## config.mk

```make
export PLATFORM = sky130hd
export DESIGN_NAME = id_token_stats
export DESIGN_NICKNAME = d
export VERILOG_FILES = /design/src/rtl/id_char_pkg.sv /design/src/rtl/id_len_fifo.sv /design/src/rtl/id_token_stats.sv
export SDC_FILE = /design/constraint.sdc
export NUM_CORES = 1
export LEC_CHECK = 0
export CAP_MARGIN = 15
export CELL_PAD_IN_SITES_DETAIL_PLACEMENT = 1
export CELL_PAD_IN_SITES_GLOBAL_PLACEMENT = 1
export CORE_ASPECT_RATIO = 0.7
export CORE_MARGIN = 1.5
export CORE_UTILIZATION = 43
export DETAILED_ROUTE_END_ITERATION = 6
export MAX_ROUTING_LAYER = met4
export PLACE_DENSITY_LB_ADDON = 0.1
export SLEW_MARGIN = 40
export SYNTH_ARGS = -nofsm -noshare
export SYNTH_HDL_FRONTEND = slang
export SYNTH_SLANG_ARGS = --single-unit
```

## constraint.sdc

```tcl
create_clock -name clk -period 2.1 [get_ports clk]
set_input_delay 0.525 -clock clk [delete_from_list [all_inputs] [get_ports clk]]
set_output_delay 0.525 -clock clk [all_outputs]
set_load 0.02 [all_outputs]
```

## src/rtl/id_char_pkg.sv

```systemverilog
// Character classification shared by the identifier recognizer and its consumers.
package id_char_pkg;

  typedef enum logic [1:0] {
    CLS_O = 2'd0,
    CLS_L = 2'd1,
    CLS_D = 2'd2
  } char_cls_e;

  localparam logic [7:0] CH_LC_LO = 8'h61;  // 'a'
  localparam logic [7:0] CH_LC_HI = 8'h7A;  // 'z'
  localparam logic [7:0] CH_UC_LO = 8'h41;  // 'A'
  localparam logic [7:0] CH_UC_HI = 8'h5A;  // 'Z'
  localparam logic [7:0] CH_DG_LO = 8'h30;  // '0'
  localparam logic [7:0] CH_DG_HI = 8'h39;  // '9'

  function automatic char_cls_e char_class(input logic [7:0] c);
    if ((c >= CH_LC_LO && c <= CH_LC_HI) || (c >= CH_UC_LO && c <= CH_UC_HI))
      return CLS_L;
    else if (c >= CH_DG_LO && c <= CH_DG_HI)
      return CLS_D;
    else
      return CLS_O;
  endfunction

endpackage

```

## src/rtl/id_len_fifo.sv

```systemverilog
// Small synchronous FIFO of token lengths, drained by the host via valid/ready.
// Head data reads as 0 while empty; pointers carry one extra wrap bit.
module id_len_fifo #(
  parameter int LEN_W = 8,
  parameter int DEPTH = 4
) (
  input  logic             clk,
  input  logic             rst_n,
  input  logic             i_push,
  input  logic [LEN_W-1:0] i_push_data,
  output logic             o_full,
  output logic             o_valid,
  input  logic             i_ready,
  output logic [LEN_W-1:0] o_data
);

  localparam int AW = $clog2(DEPTH);

  logic [LEN_W-1:0] r_mem [DEPTH];
  logic [AW:0]      r_wr_ptr;
  logic [AW:0]      r_rd_ptr;
  logic             w_pop;
  logic             w_wr_en;

  assign o_valid = (r_wr_ptr != r_rd_ptr);
  assign o_full  = (r_wr_ptr[AW] != r_rd_ptr[AW]) &&
                   (r_wr_ptr[AW-1:0] == r_rd_ptr[AW-1:0]);
  assign w_pop   = o_valid && i_ready;
  // A pop in the same cycle frees the slot, so a push at full still lands.
  assign w_wr_en = i_push && (!o_full || w_pop);
  assign o_data  = o_valid ? r_mem[r_rd_ptr[AW-1:0]] : '0;

  // NOTE: sequential state uses non-blocking assignments so every flop samples pre-edge values.
  always_ff @(posedge clk) begin
    if (!rst_n) begin
      r_wr_ptr <= '0;
      r_rd_ptr <= '0;
    end else begin
      if (w_wr_en) r_wr_ptr <= r_wr_ptr + (AW+1)'(1);
      if (w_pop)   r_rd_ptr <= r_rd_ptr + (AW+1)'(1);
    end
  end

  // NOTE: storage is deliberately not reset; the pointers alone decide which entries are live.
  always_ff @(posedge clk) begin
    if (w_wr_en) r_mem[r_wr_ptr[AW-1:0]] <= i_push_data;
  end

endmodule

```

## src/rtl/id_token_stats.sv

```systemverilog
// Measures and counts letters-then-digits tokens seen alongside the identifier recognizer.
// Optional longest-token register is built only when ID_STATS_EN is defined.
module id_token_stats
  import id_char_pkg::*;
#(
  parameter int LEN_W = 8,
  parameter int CNT_W = 16,
  parameter int DEPTH = 4
) (
  input  logic             clk,
  input  logic             rst_n,
  input  logic [7:0]       i_char,
  input  logic             i_match,
  output logic             o_tok_done,
  output logic [CNT_W-1:0] o_tok_count,
  output logic             o_len_valid,
  output logic [LEN_W-1:0] o_len_data,
  input  logic             i_len_ready,
  output logic             o_len_ovf,
  output logic [LEN_W-1:0] o_max_len
);

  char_cls_e        w_cls;
  logic             w_complete;
  logic             w_full;
  logic             w_drop;
  logic [LEN_W-1:0] w_seg_inc;
  logic [LEN_W-1:0] w_seg_next;
  logic             w_armed_next;

  logic [LEN_W-1:0] r_seg_len;
  logic             r_prev_d;
  logic             r_armed;
  logic             r_tok_done;
  logic [CNT_W-1:0] r_tok_count;
  logic             r_len_ovf;

  assign w_cls      = char_class(i_char);
  // armed masks stale matches from the recognizer, which keeps running through reset.
  assign w_complete = i_match && (w_cls != CLS_D) && r_armed;
  assign w_drop     = w_complete && w_full && !(o_len_valid && i_len_ready);
  assign w_seg_inc  = (r_seg_len == '1) ? r_seg_len : r_seg_len + LEN_W'(1);

  // NOTE: every always_comb output gets a default first so no path can infer a latch.
  always_comb begin
    w_seg_next   = '0;
    w_armed_next = r_armed;
    unique case (w_cls)
      CLS_L: begin
        w_seg_next   = r_prev_d ? LEN_W'(1) : w_seg_inc;
        w_armed_next = 1'b1;
      end
      CLS_D: begin
        w_seg_next = (r_seg_len != '0) ? w_seg_inc : '0;
        if (w_complete) w_armed_next = 1'b0;
      end
      default: begin
        w_seg_next   = '0;
        w_armed_next = 1'b0;
      end
    endcase
  end

  always_ff @(posedge clk) begin
    if (!rst_n) begin
      r_seg_len   <= '0;
      r_prev_d    <= 1'b0;
      r_armed     <= 1'b0;
      r_tok_done  <= 1'b0;
      r_tok_count <= '0;
      r_len_ovf   <= 1'b0;
    end else begin
      r_seg_len  <= w_seg_next;
      r_prev_d   <= (w_cls == CLS_D);
      r_armed    <= w_armed_next;
      r_tok_done <= w_complete;
      if (w_complete) r_tok_count <= r_tok_count + CNT_W'(1);
      if (w_drop)     r_len_ovf   <= 1'b1;
    end
  end

  id_len_fifo #(
    .LEN_W (LEN_W),
    .DEPTH (DEPTH)
  ) u_len_fifo (
    .clk         (clk),
    .rst_n       (rst_n),
    .i_push      (w_complete),
    .i_push_data (r_seg_len),
    .o_full      (w_full),
    .o_valid     (o_len_valid),
    .i_ready     (i_len_ready),
    .o_data      (o_len_data)
  );

  assign o_tok_done  = r_tok_done;
  assign o_tok_count = r_tok_count;
  assign o_len_ovf   = r_len_ovf;

`ifdef ID_STATS_EN
  logic [LEN_W-1:0] r_max_len;

  // Dropped lengths still count toward the maximum.
  always_ff @(posedge clk) begin
    if (!rst_n)
      r_max_len <= '0;
    else if (w_complete && (r_seg_len > r_max_len))
      r_max_len <= r_seg_len;
  end

  assign o_max_len = r_max_len;
`else
  assign o_max_len = '0;
`endif

endmodule

```

# ---- Yosys cells after proc, flatten, opt, wreduce, memory -nomap -nowiden
# Memories as Yosys holds them, arrays and structs flattened. A register that Yosys moved wholly into a read port is not among the register bits.
# Cells that the tools add are included.
dict set report totals {
  reg_bits 34
  mem_bits_rw 32
  in_bits 12
  out_inout_bits 35
  mem_count 1
}
dict set report op_classes {
  addsub 4
  order_cmp 6
  n_eq_ne 8
  muxes 13
  reduce_logical 15
}
# name words word_bits rd rd_clocked_by_memory_dff wr line
set memory_table {}
lappend memory_table {u_len_fifo.r_mem 4 8 1 1 1 id_len_fifo.sv:19} ;# logic [LEN_W-1:0] r_mem [DEPTH];
# op n
set op_table {}
lappend op_table {{8-bit two-way mux} 4}
lappend op_table {{16-bit by 1-bit adder with 16-bit output (second input constant)} 1}
lappend op_table {{8-bit by 7-bit >= comparator with 1-bit output (second input constant)} 2}
lappend op_table {{8-bit by 7-bit less-or-equal comparator with 1-bit output (second input constant)} 2}
lappend op_table {{8-bit one-hot mux with 2 select lines} 1}
lappend op_table {{1-bit logical AND} 10}
lappend op_table {{8-bit by 1-bit adder with 8-bit output (second input constant)} 1}
lappend op_table {{8-bit equality test (second input constant)} 1}
lappend op_table {{8-bit by 6-bit >= comparator with 1-bit output (second input constant)} 1}
lappend op_table {{8-bit by 6-bit less-or-equal comparator with 1-bit output (second input constant)} 1}
lappend op_table {{2-bit two-way mux} 4}
lappend op_table {{8-bit nonzero test} 1}
lappend op_table {{3-bit by 1-bit adder with 3-bit output (second input constant)} 2}
lappend op_table {{1-bit two-way mux} 3}
lappend op_table {{3-bit != test} 1}
lappend op_table {{2-bit by 1-bit equality test with 1-bit output (second input constant)} 1}
lappend op_table {{2-bit equality test} 1}
lappend op_table {{2-bit equality test (second input constant)} 1}
lappend op_table {{1-bit logical NOT} 2}
lappend op_table {{1-bit logical OR} 2}
lappend op_table {{2-bit by 1-bit != test with 1-bit output (second input constant)} 1}
lappend op_table {{2-bit != test (second input constant)} 1}
lappend op_table {{1-bit one-hot mux with 2 select lines} 1}
lappend op_table {{1-bit != test} 1}

# ---- Depth between registers and ports, before layout
dict set report depth {
  depth_word 10
  mapped_depth 7
  ltp_nobuf 6
}

# ---- Cells and area by module
# A second synthesis with hierarchy kept.
dict set report unflattened {
  hier_cells 274
  hier_area_um2 3178.0
}
# mod n_inst cells_each area_per_inst_um2 seq_area_each_um2
set modules_own_cells {}
lappend modules_own_cells {id_len_fifo 1 104 1691.6 1121.1}
lappend modules_own_cells {id_token_stats 1 170 1486.4 560.5}

# ---- Worst setup path after synthesis
# No wires, ideal clock.
dict set report synth_timing {
  kind {input port to flip-flop}
  start {in i_char[6]}
  end {mem u_len_fifo.r_mem[3][0], enable pin}
  arrival_ns 1.507
  t_required_ns 1.765
  setup_slack_ns 0.258
  cell_stages 4
  path_buffers 0
  path_cell_list {and3b_4 and3_4 nor3_4 and2_1}
}
dict set report synth_between {
  elab_chain_len 10
  word_cells_on_any_way 18
}
# item line
set synth_rtl {}
lappend synth_rtl {{from (decl)} id_token_stats.sv:12} ;# input logic [7:0] i_char,
lappend synth_rtl {{8-bit by 6-bit >= comparator with 1-bit output, or another cell as far along} id_char_pkg.sv:20} ;# else if (c >= CH_DG_LO && c <= CH_DG_HI)
lappend synth_rtl {{1-bit logical AND (on tied branches)} {id_char_pkg.sv:20, id_char_pkg.sv:18}}
lappend synth_rtl {{2-bit two-way mux or 1-bit logical OR (tied branches)} {id_char_pkg.sv:20, id_char_pkg.sv:18}}
lappend synth_rtl {{2-bit two-way mux (*)} id_char_pkg.sv:18} ;# if ((c >= CH_LC_LO && c <= CH_LC_HI) || (c >= CH_UC_LO && c <= CH_UC_HI))
lappend synth_rtl {{2-bit != test (*)} id_token_stats.sv:40} ;# assign w_complete = i_match && (w_cls != CLS_D) && r_armed;
lappend synth_rtl {{1-bit logical AND (*) (2 in series)} id_token_stats.sv:40}
lappend synth_rtl {{1-bit logical AND (*)} id_len_fifo.sv:30} ;# assign w_wr_en = i_push && (!o_full || w_pop);
lappend synth_rtl {{1-bit two-way mux (*)} id_len_fifo.sv:46} ;# if (w_wr_en) r_mem[r_wr_ptr[AW-1:0]] <= i_push_data;
lappend synth_rtl {{1-bit two-way mux (implied by the code) (*)} id_len_fifo.sv:46}
lappend synth_rtl {{to (decl)} id_len_fifo.sv:19}
# Mark *: on every way between the ends. The rest lies on a longest branch, timed or not.

==> flow_summary.toml <==
[grt]
globalRouteOverflowTotal = 0
grt_use_met2_pct = 31.1
gr-usage-met1_pct = 25.0
grt_pass1_vias = 2194
grt.busiest_layer = "met2"
met3_usage_pct = 6.31
grt_pass1_wl_um = 11200
grtUsageTotal_pct = 20.0
antenna_found_initial = 0
grt_max_degree = 23

[detailed_routing]
avgViaCountPerCell = 4.93
drc = 0
drt_wl_total_um = 6970
wl_per_cell_um = 16.3
drt_iter0_markers = 63
routed-via-count = 2117
ant_nets = 0
first_pass_iters = 4

[sta]
rsz0062_at_grt = "yes"
slew_violations = 0
fin_skew_ns = 0.0116
finalCritPeriodShare_pct = 106
slew-limit-headroom_pct = 59.9
fin_crit_ns = 2.23
fmax_ghz = 0.449
worstMarginPinSlew_ns = 0.593
finalSetupViolCount = 8
layout_setup_ws_ns = -0.126
hold_viol_final = 0

[synthesis]
yosysMostFrequentCell = "dfxtp_1"
yosys-top-cells-count = "dfxtp_1, and2_1, edfxtp_1, xnor2_1, nand3_1"
synth_edf_count = 32
ys_seq_area_share_pct = 53.9
synthCells = 255
synth.area.top_cells = "edfxtp_1, dfxtp_1, and2_1"
synth_seq_cells = 68
avgSynthCellArea_um2 = 12.2
synth_cell_types = 42
synthArstFlopShare_pct = 0
yosys_warnings = 0
dominantRegCellSynth = "dfxtp_1"
netlist_area_um2 = 3120
synth_top_cell_by_area = "edfxtp_1"
synth.top_cell.area_share_pct = 30.8

[status]
run_status = "finished with violations"
violations = "negative setup slack"

[final_layout]
drive_gt1_share_pct = 26.0
areaGrowthSynthToFinish_pct = 31.5
final-instance-count-excl-fill = 429
fin_nets = 350
antennaDiodeCount = 0

[power]
power_density_nw_per_um2 = 650
pwr-share-comb_pct = 8.4
p_int_w = 0.00205
netSwitchingFraction_pct = 23.0
p_sw_w = 0.000614
seqPwrFrac_pct = 52.2
leakage_nw = 1.56
irDropWorstVdd_mv = 0.280
power.share.clock_pct = 39.4

[placed_design]
gp_congestion = 0.729
dp_cells = 407
dp_hpwl_um = 5050
io_buffers = 38
pre_cts_slack_ns = -0.309

[job]
cap_violations = 0

[floorplan]
ios = 47
rows = 25
die_area_um2 = 7780
fp.dieW_um = 105
start_util_pct = 45.3
coreArea_um2 = 6880
fp.dieH_um = 74.3

[clock_network]
cts_root_buffer = "clkbuf_8"
cts_buffers = 9
ctsHtreeMaxLevel = 3
clk_latency_ns = 0.35
clockBufferDepth = 2
cts_tree = "done"
path_clk_slew_ns = 0.08
cts_num_sinks = 68

[worst_setup_path]
arrival_ns = 1.70
startpoint_type = "flop"
required_ns = 1.57
critPathCaptureType = "output port"
worstSetupPathType = "reg -> out"
r2r_slack_ns = 0.24
crit_fanout = 8

[hold_path]
hold_class = "reg -> reg"
path summary, 6_finish.rpt:
kind | from | end | depth (start not counted)
worst min register to register | r_prev_d | r_seg_len[0] | 2
worst max register to register | r_seg_len[0] | r_seg_len[2] | 6
worst max-delay path | flop | o_len_data[3] | 5
worst min-delay path | r_prev_d | r_seg_len[0] | 2
area by class of cell:
type / instances / area, µm²
Clock buffer: 10 / 128
Clock inverter: 6 / 63.8
Fill cell: 738 / 2780
Inverter: 6 / 22.5
Multi-Input combinational cell: 171 / 1360
Sequential cell: 68 / 1680
Tap cell: 94 / 118
Timing Repair Buffer: 74 / 731
stage by stage:
step	cell area (µm²)	hold WS [ns]	TNS, ns	util, %	power, W
3_5_place_dp	3840	0.460	-15.12	55.8	0.00163
6_report	4100	0.467	-0.722	59.6	0.00267
4_1_cts	4080	0.470	-0.790	59.3	0.00270
2_1_floorplan	3150	0.434	0	-	0.00153
3_3_place_gp	3840	0.452	-12.72	55.8	0.00162
5_1_grt	4100	0.526	-1.31	59.6	0.00277
layout by cell type, fill, tap and decap left out, types with 2 or more instances in the layout:
cell type        Yosys  final
dfxtp_1             36     35
edfxtp_1            32     32
buf_4                8     30
clkdlybuf4s50_1      0     29
and2_1              35     27
xnor2_1             20     20
nand3_1             12     12
nand2_1             10     10
nor2_1               9      9
clkbuf_8             0      9
mux4_2               8      8
and2_4               0      8
ha_1                 8      8
conb_1               1      8
buf_6                1      8
nor2b_1              7      7
and3_1               7      7
inv_1                6      6
buf_12               0      6
nand4_1              5      5
mux2i_1              4      4
nor3_1               4      4
o21ai_0              4      4
and4_1               4      4
a211oi_1             3      3
a21oi_1              3      3
xor2_1               2      2
nand3b_1             2      2
clkinvlp_4           0      2
clkinv_2             0      2
flip-flops by register name, indices dropped and copies added, names as in the netlist, named ones only:
signal,flops
o_tok_count,16
o_len_ovf,1
u_len_fifo.r_mem,32
r_prev_d,1
r_seg_len,8
u_len_fifo.r_rd_ptr,3
o_tok_done,1
r_armed,1
u_len_fifo.r_wr_ptr,3
metal layers:
layer	routed length (µm)	part of all wire, %
met5	0	0
met4	63	0.90
met3	283	4.1
met2	3280	47
met1	3350	48
power by group through the flow:
stage	combinational, W	sequential [W]	clock [W]
floorplan	0.000113	0.00142	0
global placement	0.000200	0.00142	0
detailed placement	0.000205	0.00142	0
CTS	0.000223	0.00139	0.00109
global route	0.000242	0.00139	0.00114
finish	0.000225	0.00139	0.00105
cell families after synthesis:
logic type | after synthesis | synth area share (%)
compound gates | 17 | 5.05
mux | 12 | 7.06
flops | 68 | 53.9
fa+ha+maj | 8 | 3.21
xor+xnor | 22 | 6.18
simple gates | 104 | 20.4
other cells | 1 | 0.120
buf+inv | 23 | 4.05
timing repair:
action,CTS,global route
buffers inserted,4,2
pin swaps,7,2
setup endpoints to repair,9,25
hold buffers,0,0
gates resized for setup,56,4
worst max-delay path, stage by stage (launching register included):
cell	delay (ns)
dfxtp_2	0.35
buf_12	0.13
buf_4	0.11
mux4_2	0.49
and2_4	0.15
buf_6	0.12
Note: power is estimated with default switching activity, not from simulation.
==> RTL edit 1 (same flow settings) <==
Build with the macro `ID_STATS_EN` defined.
--- a/src/rtl/id_token_stats.sv
+++ b/src/rtl/id_token_stats.sv
@@ -2,2 +2,4 @@
 // Optional longest-token register is built only when ID_STATS_EN is defined.
+`define ID_STATS_EN
+
 module id_token_stats
Behaviour: not the same (Yosys sat finds a counterexample within 4 cycles, from zero or initial values and one cycle with rst_n low).
==> RTL edit 1 against the original RTL <==
- the flow still finishes with violations (setup timing)
- cell area is 17% higher
- critical path depth is 1 lower
- area after synthesis is 12% higher
- highest routed layer unchanged
- routed wire length is 18% higher
- total power is 25% higher
- utilization is 1.2 points higher
- worst setup slack better by 0.11 ns
- die area is 12% higher
- sequential cell count is 8 higher
==> RTL edit 1: results (changes against the original RTL) <==
stage,metric,value,unit,change
run_status,outcome,finished with violations,,
run_status,failed_checks,setup timing,,
sta,fin_ws,-0.0204,ns,+0.105 ns
setup_path,cp.arrival,1.60,ns,-0.10 ns
logic_synthesis,synth.area.top_cells,"edfxtp_1 27%, dfxtp_1 25%, ha_1 5.7%",,
clock_network,clk_pin_slew,0.06,ns,-0.02 ns
sta,final.setup.tns,-0.0282,ns,+0.694 ns
logic_synthesis,synth_cell_types,40,,-4.8%
route,routed-wl-met2,3940,um,+20%
sta,finalSetupViolCount,2,,-6
setup_path,r2r_end,o_max_len[2]$_SDFFE_PN0P_,,
min_path,min_from,o_max_len[1]$_SDFFE_PN0P_,,
logic_synthesis,synth.area.mux_share,0.0828,,+0.0122
place,hpwl,5950,um,+18%
logic_synthesis,syn_inst,301,,+18%
logic_synthesis,synth_compound_area_frac,0.0610,,+0.0105
route,wirelength_met1,3970,um,+19%
min_path,hold_path_depth,2,,unchanged
logic_synthesis,post_synth_most_frequent_cells,"44 x dfxtp_1, 32 x edfxtp_1, 31 x and2_1",,
grt,grt_pass1_vias,2736,,+25%
grt,grtUsageMet2,0.344,,+0.0336
power,irDropWorstVdd,519,uV,+86%
place,gp_congestion,0.779,,+7.0%
logic_synthesis,yosys.area_share.xor_xnor,0.0600,,-0.00182
grt,grt_use_met3,0.0486,,-0.0145
cells_and_area,fillers,829,,+12%
cells_and_area,nets,416,,+19%
place,post_dp_cell_area,4420,um^2,+15%
grt,track_usage,0.210,,+0.0106
power,power.leakage,1.79,nW,+15%
route,dr_wl_met3,248,um,-12%
grt,met1_usage,0.265,,+0.0149
place,portBuffers,46,,+21%
logic_synthesis,seq_area_frac_synth,0.525,,-0.0138
logic_synthesis,synth-adder-area-share,0.0571,,+0.0250
min_path,holdPathEnd,o_max_len[1]$_SDFFE_PN0P_,,
route,via_per_inst,5.08,,+3.0%
cells_and_area,drive_gt1_frac,0.237,,-0.0231
place,preCtsSetupSlack,-0.301,ns,+0.00812 ns
clock_network,post_cts.repair.setup_buffers,0,,-4
clock_network,clock_latency,0.33,ns,-0.02 ns
clock_network,cts_root_buf,clkbuf_16,,
==> RTL edit 1: changes by cell type after synthesis, moves of 3 or more <==
| cell | unedited run | this run |
|---|---|---|
| inv_1 | 6 | 13 |
| o21ai_0 | 4 | 1 |
| mux2i_1 | 4 | 11 |
| and3_1 | 7 | 13 |
| nand2_1 | 10 | 28 |
| dfxtp_1 | 36 | 44 |
| a21oi_1 | 3 | 8 |
| and2_1 | 35 | 31 |
| ha_1 | 8 | 16 |
| buf_4 | 8 | 0 |
==> RTL edit 1: repair_timing <==
item	CTS	global route
gates resized for setup	61	7
pin swaps	7	1
setup endpoints to repair	9	13
==> RTL edit 1: kinds of logic (layout without fill, tap and decap cells) <==
kind of cell,Yosys count,in the layout
and+or+nand+nor,117,117
buffers and inverters,24,116
xor gates and xnor gates,24,24
muxes,19,19
AOI/OAI and AO/OA,25,25
DFF,76,76
adders and majority gates,16,16
==> RTL edit 1: final cells by class <==
type,instances,area [um^2],area share
well taps,101,126,0.0264
inverters,13,48.8,0.0102
clock inverters,5,60.1,0.0125
flip-flops and latches,76,1850,0.386
multi-input cells,201,1610,0.337
repair buffers,87,850,0.178
clock buffers,11,243,0.0507
==> RTL edit 1: metrics by stage <==
step / power (mW) / std cells
floorplan: 1.68 / 301
global placement: 1.78 / 478
detailed placement: 1.79 / 478
CTS: 3.38 / 494
global route: 3.45 / 494
finish: 3.34 / 494
==> RTL edit 1: power by group <==
group	total (mW)	switching, mW	internal, mW	leakage [nW]
Clock	1.57	0.609	0.957	0.146
Combinational	0.227	0.101	0.125	1.01
Sequential	1.55	0.00919	1.54	0.636
Total	3.34	0.720	2.62	1.79
==> RTL edit 1: worst max-delay path, stage by stage, from the launching register on <==
cell and delay, ns:
dfxtp_2 0.34, buf_12 0.13, mux4_2 0.51, and2_4 0.16, buf_6 0.12
==> RTL edit 2 (config.mk and constraints unchanged) <==
Made on the original files. Register the output `o_tok_count` once more, cleared by the reset; this adds one clock of latency there. The other outputs are not delayed to match.
--- a/src/rtl/id_token_stats.sv
+++ b/src/rtl/id_token_stats.sv
@@ -96,3 +96,9 @@
   assign o_tok_done  = r_tok_done;
-  assign o_tok_count = r_tok_count;
+  always_ff @(posedge clk) begin
+    if (!rst_n) begin
+      o_tok_count <= '0;
+    end else begin
+      o_tok_count <= r_tok_count;
+    end
+  end
   assign o_len_ovf   = r_len_ovf;
Formal check against the unedited RTL: not equivalent (Yosys sat finds a counterexample within 4 cycles, from zero or initial values and one cycle with rst_n low).
==> RTL edit 2 against the original RTL <==
- the run still ends with setup timing left
- total power grew 24%
- cell area grew 12%
- sequential cell count grew 16
- clock skew shrank 0.0054 ns
- area after synthesis grew 11%
- routed wire length grew 16%
- worst setup slack gained 0.092 ns
- largest power group unchanged
==> RTL edit 2: results (changes against the original RTL) <==
stage,metric,value,unit,change
place,gp_congestion,0.774,,+6.2%
grt,grtUsageMet2,0.322,,+0.0115
route,dr_wl_met3,326,um,+15%
grt,grt_use_met3,0.0630,,-0.0000773
clock_network,post_cts.repair.setup_buffers,1,,-3
setup_path,cp.arrival,1.61,ns,-0.09 ns
grt,met1_usage,0.278,,+0.0278
power,power.leakage,1.71,nW,+9.2%
sta,final.setup.tns,-0.108,ns,+0.615 ns
place,post_dp_cell_area,4230,um^2,+10%
logic_synthesis,async_flop_share,0,,unchanged
logic_synthesis,syn_inst,297,,+16%
clock_network,clk_pin_slew,0.06,ns,-0.02 ns
logic_synthesis,synth.area.mux_share,0.0674,,-0.00323
place,hpwl,5770,um,+14%
logic_synthesis,synth.area.top_cells,"dfxtp_1 30%, edfxtp_1 28%, mux4_2 5.2%",,
clock_network,cts_resized,41,,-27%
power,irDropWorstVdd,422,uV,+51%
route,routed-wl-met2,3630,um,+11%
grt,grt_start_max_net_pins,27,,+17%
route,routedWlPerCell,16.7,um,+2.8%
route,via_per_inst,5.16,,+4.6%
run_status,outcome,finished with violations,,
run_status,failed_checks,setup timing,,
grt,track_usage,0.215,,+0.0152
cells_and_area,fillers,844,,+14%
logic_synthesis,synth_cell_types,46,,+9.5%
logic_synthesis,yosys.area_share.xor_xnor,0.0304,,-0.0313
route,first_iter_violations,67,,+6.3%
sta,finalSetupViolCount,6,,-2
logic_synthesis,post_synth_most_frequent_cells,"52 x dfxtp_1, 32 x edfxtp_1, 25 x nor2_1",,
logic_synthesis,synth_compound_area_frac,0.0804,,+0.0299
logic_synthesis,synth-adder-area-share,0.0290,,-0.00311
cells_and_area,drive_gt1_frac,0.247,,-0.0129
grt,grt_pass1_wl,13200,um,+18%
place,portBuffers,38,,unchanged
route,finalWirelength,8120,um,+16%
grt,grt_pass1_vias,2577,,+17%
clock_network,cts_inserted_buffers,9,,unchanged
cells_and_area,nets,400,,+14%
sta,fin_ws,-0.0343,ns,+0.0916 ns
route,wirelength_met1,4040,um,+21%
grt,grt.busiest_layer,met2,,
place,dp.cells,468,,+15%
sta,slew_headroom,0.651,,+0.0516
clock_network,cts_root_buf,clkbuf_16,,
logic_synthesis,seq_area_frac_synth,0.580,,+0.0404
sta,finalClockSkew,0.00621,ns,-0.00538 ns
## RTL edit 2: cell types whose count changed after synthesis, sizes merged, moves of 3 or more
cell   before  now
and2       35   15
inv         6   13
nand3      12    9
dfxtp      36   52
xor2        2    5
nor2        9   25
xnor2      20    7
a21oi       3   14
or3         0    9
o21ai       5   11
## RTL edit 2: area by class of cell
class,count,area share
sequential,84,0.437
multi-input combinational,190,0.306
timing repair buffer,82,0.162
clock buffer,10,0.0499
tap,101,0.0275
inverter,13,0.0106
clock inverter,6,0.00681
## RTL edit 2: stage by stage
step / utilization / total power, mW / setup WS (ns)
6_report: 0.586 / 3.30 / -0.0343
2_1_floorplan: - / 1.84 / 0.210
3_3_place_gp: 0.540 / 1.92 / -0.288
3_5_place_dp: 0.540 / 1.93 / -0.385
4_1_cts: 0.573 / 3.32 / -0.0530
5_1_grt: 0.586 / 3.41 / -0.0867
## RTL edit 2: where the power goes
part           switching [mW]  internal, mW
Combinational           0.106        0.0976
Clock                   0.614         0.787
Sequential            0.00798          1.69
Total                   0.727          2.58
## RTL edit 2: path summary, 6_finish.rpt
| kind | from | end | slack (ns) | depth (start not counted) |
|---|---|---|---|---|
| worst min-delay path | r_tok_count[15]$_SDFFE_PN0P_ | o_tok_count[15]$_SDFF_PN0_ | 0.48 | 1 |
| worst max register to register | u_len_fifo.r_wr_ptr[1]$_SDFFE_PN0P_ | u_len_fifo.r_mem[3][6]$_DFFE_PP_ | 0.13 | 5 |
| worst max-delay path | flip-flop | o_len_data[3] | -0.03 | 4 |
| worst min register to register | r_tok_count[15]$_SDFFE_PN0P_ | o_tok_count[15]$_SDFF_PN0_ | 0.48 | 1 |
